$ cat src/rtl/ascon_pkg.sv
// Shared ASCON data-path constants and types used by the rate packer and its block FIFO.
package ascon_pkg;

    localparam int unsigned ASCON_WORD_W = 32;
    localparam int unsigned ASCON_RATE_W = 64;
    localparam logic [ASCON_WORD_W-1:0] ASCON_PAD_WORD = 32'h8000_0000;

    typedef struct packed {
        logic [ASCON_RATE_W-1:0] data;
        logic                    last;
    } ascon_blk_t;

    typedef enum logic {
        ASM_EMPTY = 1'b0,
        ASM_HALF  = 1'b1
    } asm_state_e;

endpackage

$ cat src/rtl/ascon_blk_fifo.sv
// Synchronous FIFO of ASCON rate blocks; a full FIFO may still accept a push when popped the same cycle.
module ascon_blk_fifo
    import ascon_pkg::*;
#(
    parameter  int unsigned DEPTH = 4,
    localparam int unsigned AW    = $clog2(DEPTH),
    localparam int unsigned LVL_W = AW + 1
) (
    input  logic             clk_i,
    input  logic             rst_ni,
    input  logic             clear_i,
    input  logic             push_i,
    input  ascon_blk_t       push_data_i,
    input  logic             pop_i,
    output ascon_blk_t       head_o,
    output logic             full_o,
    output logic             empty_o,
    output logic [LVL_W-1:0] level_o
);

    ascon_blk_t       mem_q [DEPTH];
    logic [AW-1:0]    wr_q, wr_d;
    logic [AW-1:0]    rd_q, rd_d;
    logic [LVL_W-1:0] cnt_q, cnt_d;
    logic             push_ok;
    logic             pop_ok;

    assign full_o  = (cnt_q == LVL_W'(DEPTH));
    assign empty_o = (cnt_q == '0);
    assign level_o = cnt_q;
    assign head_o  = mem_q[rd_q];

    assign pop_ok  = pop_i && !empty_o;
    assign push_ok = push_i && (!full_o || pop_ok);

    always_comb begin
        wr_d  = wr_q;
        rd_d  = rd_q;
        cnt_d = cnt_q;
        if (push_ok) begin
            wr_d = wr_q + AW'(1);
        end
        if (pop_ok) begin
            rd_d = rd_q + AW'(1);
        end
        unique case ({push_ok, pop_ok})
            2'b10:   cnt_d = cnt_q + LVL_W'(1);
            2'b01:   cnt_d = cnt_q - LVL_W'(1);
            default: cnt_d = cnt_q;
        endcase
    end

    always_ff @(posedge clk_i or negedge rst_ni) begin
        if (!rst_ni) begin
            wr_q  <= '0;
            rd_q  <= '0;
            cnt_q <= '0;
        end else if (clear_i) begin
            wr_q  <= '0;
            rd_q  <= '0;
            cnt_q <= '0;
        end else begin
            wr_q  <= wr_d;
            rd_q  <= rd_d;
            cnt_q <= cnt_d;
        end
    end

    // Storage needs no reset: entries are only observed once counted valid.
    always_ff @(posedge clk_i) begin
        if (push_ok) begin
            mem_q[wr_q] <= push_data_i;
        end
    end

endmodule

$ cat src/rtl/ascon_rate_packer.sv
// Packs 32-bit register-block words into padded 64-bit ASCON-128 rate blocks behind a small FIFO.
module ascon_rate_packer
    import ascon_pkg::*;
#(
    parameter  int unsigned DEPTH = 4,
    localparam int unsigned LVL_W = $clog2(DEPTH) + 1
) (
    input  logic                    clk_i,
    input  logic                    rst_ni,
    input  logic                    clear_i,
    input  logic [ASCON_WORD_W-1:0] data_in_i,
    input  logic                    data_in_valid_i,
    input  logic                    flush_i,
    output logic [ASCON_RATE_W-1:0] block_o,
    output logic                    block_last_o,
    output logic                    block_valid_o,
    input  logic                    block_ready_i,
    output logic [LVL_W-1:0]        level_o,
    output logic                    half_o,
    output logic                    overflow_o
);

    asm_state_e              state_q, state_d;
    logic [ASCON_WORD_W-1:0] held_q, held_d;
    logic                    flush_pend_q, flush_pend_d;
    logic                    overflow_q, overflow_d;

    logic       push_c;
    logic       word_push_c;
    logic       pop_c;
    logic       can_push_c;
    logic       fifo_full;
    logic       fifo_empty;
    ascon_blk_t push_blk_c;
    ascon_blk_t head;

    assign block_valid_o = !fifo_empty;
    assign pop_c         = block_valid_o && block_ready_i;
    assign can_push_c    = !fifo_full || pop_c;
    assign block_o       = head.data;
    assign block_last_o  = head.last;
    assign half_o        = (state_q == ASM_HALF);
    assign overflow_o    = overflow_q;

    // Words are refused while a flush is pending: the message is already closed.
    always_comb begin
        state_d      = state_q;
        held_d       = held_q;
        flush_pend_d = flush_pend_q;
        overflow_d   = overflow_q;
        push_c       = 1'b0;
        word_push_c  = 1'b0;
        push_blk_c   = '0;

        if (data_in_valid_i) begin
            if (flush_pend_q) begin
                overflow_d = 1'b1;
            end else begin
                unique case (state_q)
                    ASM_EMPTY: begin
                        held_d  = data_in_i;
                        state_d = ASM_HALF;
                    end
                    ASM_HALF: begin
                        if (can_push_c) begin
                            push_c      = 1'b1;
                            word_push_c = 1'b1;
                            push_blk_c  = '{data: {held_q, data_in_i}, last: 1'b0};
                            state_d     = ASM_EMPTY;
                        end else begin
                            overflow_d = 1'b1;
                        end
                    end
                    default: state_d = ASM_EMPTY;
                endcase
            end
        end

        if (flush_i) begin
            if (flush_pend_q) begin
                overflow_d = 1'b1;
            end else begin
                flush_pend_d = 1'b1;
            end
        end

        // A pending flush closes the message with 10* padding once the FIFO has room.
        if (flush_pend_q && !word_push_c && can_push_c) begin
            push_c       = 1'b1;
            push_blk_c   = (state_q == ASM_HALF)
                         ? '{data: {held_q, ASCON_PAD_WORD}, last: 1'b1}
                         : '{data: {ASCON_PAD_WORD, ASCON_WORD_W'(0)}, last: 1'b1};
            state_d      = ASM_EMPTY;
            flush_pend_d = 1'b0;
        end
    end

    always_ff @(posedge clk_i or negedge rst_ni) begin
        if (!rst_ni) begin
            state_q      <= ASM_EMPTY;
            held_q       <= '0;
            flush_pend_q <= 1'b0;
            overflow_q   <= 1'b0;
        end else if (clear_i) begin
            state_q      <= ASM_EMPTY;
            held_q       <= '0;
            flush_pend_q <= 1'b0;
            overflow_q   <= 1'b0;
        end else begin
            state_q      <= state_d;
            held_q       <= held_d;
            flush_pend_q <= flush_pend_d;
            overflow_q   <= overflow_d;
        end
    end

    ascon_blk_fifo #(
        .DEPTH(DEPTH)
    ) u_fifo (
        .clk_i      (clk_i),
        .rst_ni     (rst_ni),
        .clear_i    (clear_i),
        .push_i     (push_c && !clear_i),
        .push_data_i(push_blk_c),
        .pop_i      (pop_c && !clear_i),
        .head_o     (head),
        .full_o     (fifo_full),
        .empty_o    (fifo_empty),
        .level_o    (level_o)
    );

endmodule

$ cat config.mk
export PLATFORM = sky130hd
export DESIGN_NAME = ascon_rate_packer
export DESIGN_NICKNAME = d
export VERILOG_FILES = /design/src/rtl/ascon_pkg.sv /design/src/rtl/ascon_blk_fifo.sv /design/src/rtl/ascon_rate_packer.sv
export SDC_FILE = /design/constraint.sdc
export NUM_CORES = 1
export LEC_CHECK = 0
export BUFFER_PORTS_ARGS = -buffer_cell sky130_fd_sc_hd__clkbuf_2
export CORE_ASPECT_RATIO = 1.5
export CORE_MARGIN = 3
export CORE_UTILIZATION = 45
export CTS_CLUSTER_DIAMETER = 30
export DETAILED_ROUTE_END_ITERATION = 10
export PLACE_DENSITY_LB_ADDON = 0.25
export SLEW_MARGIN = 40
export SYNTH_ARGS = -nofsm -noshare
export SYNTH_HDL_FRONTEND = slang
export SYNTH_SLANG_ARGS = --single-unit
$ cat constraint.sdc
create_clock -name clk_i -period 2.8 [get_ports clk_i]
set_input_delay 0 -clock clk_i [delete_from_list [all_inputs] [get_ports clk_i]]
set_output_delay 0 -clock clk_i [all_outputs]
set_load 0.02 [all_outputs]
==> results.md <==
- Core Area: 25200 um^2
- Post-route antenna net violation count: 0
- Min cycle time layout: 2.48 ns
- Slew at the pin closest to its max-slew limit: 0.801 ns
- CP Data Arrival Time: 2.93 ns
- Cells on worst reg2reg path: 5
- Number of global-route vias before repair: 6556
- Outcome: finished with violations
- Type of element launching the critical path: flip-flop
- Number of slew-limit violations in the final report: 0
- Clock Root Buffer: sky130_fd_sc_hd__clkbuf_16
- Maximum number of buffers from clock root to sink: 3
- Count of distinct cell types in the synthesized netlist: 36
- Residual DRC: 0
- Seq/Total Area, Yosys: 76.4%
- Count of input and output buffers: 108
- First-pass GRT wire length: 37200 um
- Clock tree from TritonCTS: done
- Final std cell area, no fill: 14300 um^2
- Worst-skew pair later-pin latency: 0.52 ns
- Final setup vio count: 0
- Clock slew at reported path FFs: 0.06 ns
- Final sum of negative setup slack: 0 ns
- Number of vias in the routed layout: 5884
- Number of diodes added for antenna fixing: 0
- Mean instance size in the synthesized netlist: 20.7 um^2
- Setup Skew: 0.0184 ns
- Ys Warns: 0
- Number of buffers inserted by hold repair at cts: 41
- Worst hold slack across all endpoints: -0.0256 ns
- Unrepaired setup endpoints after global routing: false
- Class of the worst hold path: in -> async
- Nets in the synthesized netlist: 602
- Type of element capturing the critical path: flip-flop
- Worst R2R Setup Slack: 0.32 ns
- Placed Instance Area: 12700 um^2
- Remaining max-slew budget at the tightest pin: 46.5%
- Period Utilization, post-route: 88.7%
- Length of the first detailed-routing pass in iterations: 4
- Worst setup path category: reg -> reg
- Detailed placer's ending HPWL: 14300 um
- Clk sinks: 302
- Mean routed wirelength per cell: 22.1 um
- Wire length after detailed routing: 24000 um
- Instance count after placement with tap cells included: 978
- Power Density: 863 nW/um^2
- Count of maximum capacitance violations: 0
- Maximum fanout along the worst path: 9
- Die outline width: 137 um
- FP Rows: 71
- Post-route insts no fill: 1087
- R2r startpoint: u_fifo.level_o[1]$_DFFE_PN0P_
- Net count, final: 773
- P_leak: 0.00511 uW
- Worst VDD drop: 604 uV
- Hold violation total from the final report: 26
- Final weighted congestion of routability-driven global placement: 0.742
- End of the worst register-to-register path: overflow_o$_DFF_PN0_
- Initial antenna violation count: 0
- Flip-flop and latch count after synthesis: 302
- Top Ports: 109
- Final core utilization: 56.8%
- Detailed-route vias per instance: 5.41
- Peak Freq: 403 MHz
- Number of buffers inserted during clock tree synthesis: 37
- DR iter-0 viols: 294
- Starting density of the core: 46.0%
- Number of H-tree levels: 2
- Number of gates given a new drive strength after cts: 0
- Netlist area before placement: 11600 um^2
- Post-CTS Setup Inserts: 0
- Die footprint: 27800 um^2
- Violated checks: negative hold slack
- Pin count of the biggest net entering global routing: 66
- Share of cells above drive strength 1: 34.9%
- Synthesized instance count: 559
- Total routing resource utilization after global routing: 17.9%
- Critical path data required time: 3.24 ns
- Height of the chip: 203 um
- Area added between synthesis and finish: 23.7%
- Overflow after GRT: 0
-- cell usage after synthesis --
master | count | area share, %
sky130_fd_sc_hd__a22o_1 | 32 | 2.4
sky130_fd_sc_hd__nor4b_1 | 1 | 0.076
sky130_fd_sc_hd__mux2i_1 | 2 | 0.17
sky130_fd_sc_hd__nor3_1 | 3 | 0.13
sky130_fd_sc_hd__nor3_2 | 1 | 0.086
sky130_fd_sc_hd__o21ai_0 | 2 | 0.086
sky130_fd_sc_hd__or3_4 | 1 | 0.097
sky130_fd_sc_hd__dfrtp_1 | 42 | 9.1
sky130_fd_sc_hd__xor2_1 | 3 | 0.23
sky130_fd_sc_hd__ha_1 | 4 | 0.43
sky130_fd_sc_hd__nor3b_1 | 1 | 0.065
sky130_fd_sc_hd__nor2_1 | 14 | 0.45
sky130_fd_sc_hd__mux4_2 | 65 | 13
sky130_fd_sc_hd__fa_1 | 1 | 0.17
sky130_fd_sc_hd__o21bai_1 | 1 | 0.065
sky130_fd_sc_hd__nand2b_1 | 4 | 0.22
sky130_fd_sc_hd__and2b_1 | 1 | 0.065
sky130_fd_sc_hd__buf_1 | 1 | 0.032
sky130_fd_sc_hd__clkbuf_1 | 16 | 0.52
sky130_fd_sc_hd__nor4b_4 | 1 | 0.21
sky130_fd_sc_hd__inv_1 | 3 | 0.097
sky130_fd_sc_hd__nand2_1 | 1 | 0.032
sky130_fd_sc_hd__nand3b_1 | 2 | 0.13
sky130_fd_sc_hd__buf_4 | 3 | 0.19
sky130_fd_sc_hd__and2_1 | 66 | 3.6
sky130_fd_sc_hd__nand2_2 | 1 | 0.054
sky130_fd_sc_hd__xnor2_1 | 2 | 0.15
sky130_fd_sc_hd__mux2_4 | 1 | 0.13
sky130_fd_sc_hd__a21o_1 | 1 | 0.065
sky130_fd_sc_hd__a31oi_1 | 2 | 0.11
sky130_fd_sc_hd__nor2b_1 | 2 | 0.11
sky130_fd_sc_hd__buf_2 | 11 | 0.47
sky130_fd_sc_hd__edfxtp_1 | 260 | 67
sky130_fd_sc_hd__nand3_1 | 3 | 0.13
sky130_fd_sc_hd__nor2_2 | 1 | 0.054
sky130_fd_sc_hd__a21oi_1 | 4 | 0.17
-- final cells by class --
| type | count | area (um^2) |
|---|---|---|
| inverter | 3 | 11.3 |
| sequential | 302 | 8870 |
| clock inverter | 20 | 203 |
| fill | 1951 | 10900 |
| clock buffer | 48 | 1050 |
| timing repair buffer | 163 | 1180 |
| multi-input combinational | 223 | 2620 |
| tap | 328 | 410 |
-- worst max-delay path, cell delays in order, from the launching register on --
cell	delay (ns)
sky130_fd_sc_hd__dfrtp_1	0.47
sky130_fd_sc_hd__nor4b_4	0.55
sky130_fd_sc_hd__nand3_1	0.12
sky130_fd_sc_hd__dlygate4sd3_1	0.57
sky130_fd_sc_hd__a31oi_1	0.15
sky130_fd_sc_hd__dlygate4sd3_1	0.56
-- registers in the layout, indices dropped and copies added (netlist names) --
signal	flops
flush_pend_q	1
half_o	1
held_q	32
overflow_o	1
u_fifo.level_o	3
u_fifo.mem_q	260
u_fifo.rd_q	2
u_fifo.wr_q	2
-- routing by layer --
metal  track usage (%)  up-vias  wire (um)
li1                  -     2602          -
met1              22.0     3080       9300
met2              31.7      163      13100
met3              3.12       39       1040
met4              5.88        0        597
met5                 0        -          0
-- worst max path at each step --
| stage | start | end | slack (ns) | cells past startpoint |
|---|---|---|---|---|
| 2_1_floorplan | half_o$_DFFE_PN0P_ | u_fifo.mem_q[0][0]$_DFFE_PP_ | 0.47 | 4 |
| 3_3_place_gp | half_o$_DFFE_PN0P_ | u_fifo.mem_q[1][38]$_DFFE_PP_ | 0.61 | 4 |
| 3_5_place_dp | u_fifo.level_o[1]$_DFFE_PN0P_ | u_fifo.level_o[2]$_DFFE_PN0P_ | 0.51 | 7 |
| 4_1_cts | u_fifo.level_o[1]$_DFFE_PN0P_ | overflow_o$_DFF_PN0_ | 0.30 | 5 |
| 5_1_grt | u_fifo.level_o[1]$_DFFE_PN0P_ | overflow_o$_DFF_PN0_ | 0.17 | 5 |
| 6_report | u_fifo.level_o[1]$_DFFE_PN0P_ | overflow_o$_DFF_PN0_ | 0.32 | 5 |
-- cells by family (layout without fill, tap and decap cells) --
| kind of cell | count (synthesis) | after routing | synth area share, % |
|---|---|---|---|
| buf+inv | 34 | 234 | 1.32 |
| compound gates | 42 | 42 | 2.91 |
| flops | 302 | 302 | 76.4 |
| xor+xnor | 5 | 5 | 0.378 |
| mux | 68 | 68 | 12.9 |
| fa+ha+maj | 5 | 5 | 0.604 |
| simple gates | 103 | 103 | 5.46 |
-- layout by cell type, fill, tap and decap left out, drive strengths merged --
cell	count
edfxtp	260
clkbuf	155
and2	66
mux4	65
dfrtp	42
dlygate4sd3	41
a22o	32
nor2	15
buf	15
clkinv	10
inv	8
nand2b	4
a21oi	4
ha	4
nor3	4
nand3	3
xor2	3
clkinvlp	3
o21ai	2
a31oi	2
nor2b	2
xnor2	2
mux2i	2
nand3b	2
bufinv	2
nor4b	2
nand2	2
and2b	1
or3	1
nor3b	1
a21o	1
o21bai	1
mux2	1
fa	1
-- through the flow --
step,worst slack (ns),total power [uW]
4_1_cts,0.304,12500
3_3_place_gp,0.610,7760
2_1_floorplan,0.467,6960
5_1_grt,0.171,12900
3_5_place_dp,0.507,7790
6_report,0.317,12400
-- power breakdown --
| part | total, uW | internal, uW | switching (uW) |
|---|---|---|---|
| sequential | 5260 | 5050 | 206 |
| combinational | 2430 | 1100 | 1320 |
| clock | 4700 | 2880 | 1820 |
| total | 12400 | 9030 | 3350 |
No activity file was read; power rests on OpenSTA's default activity.
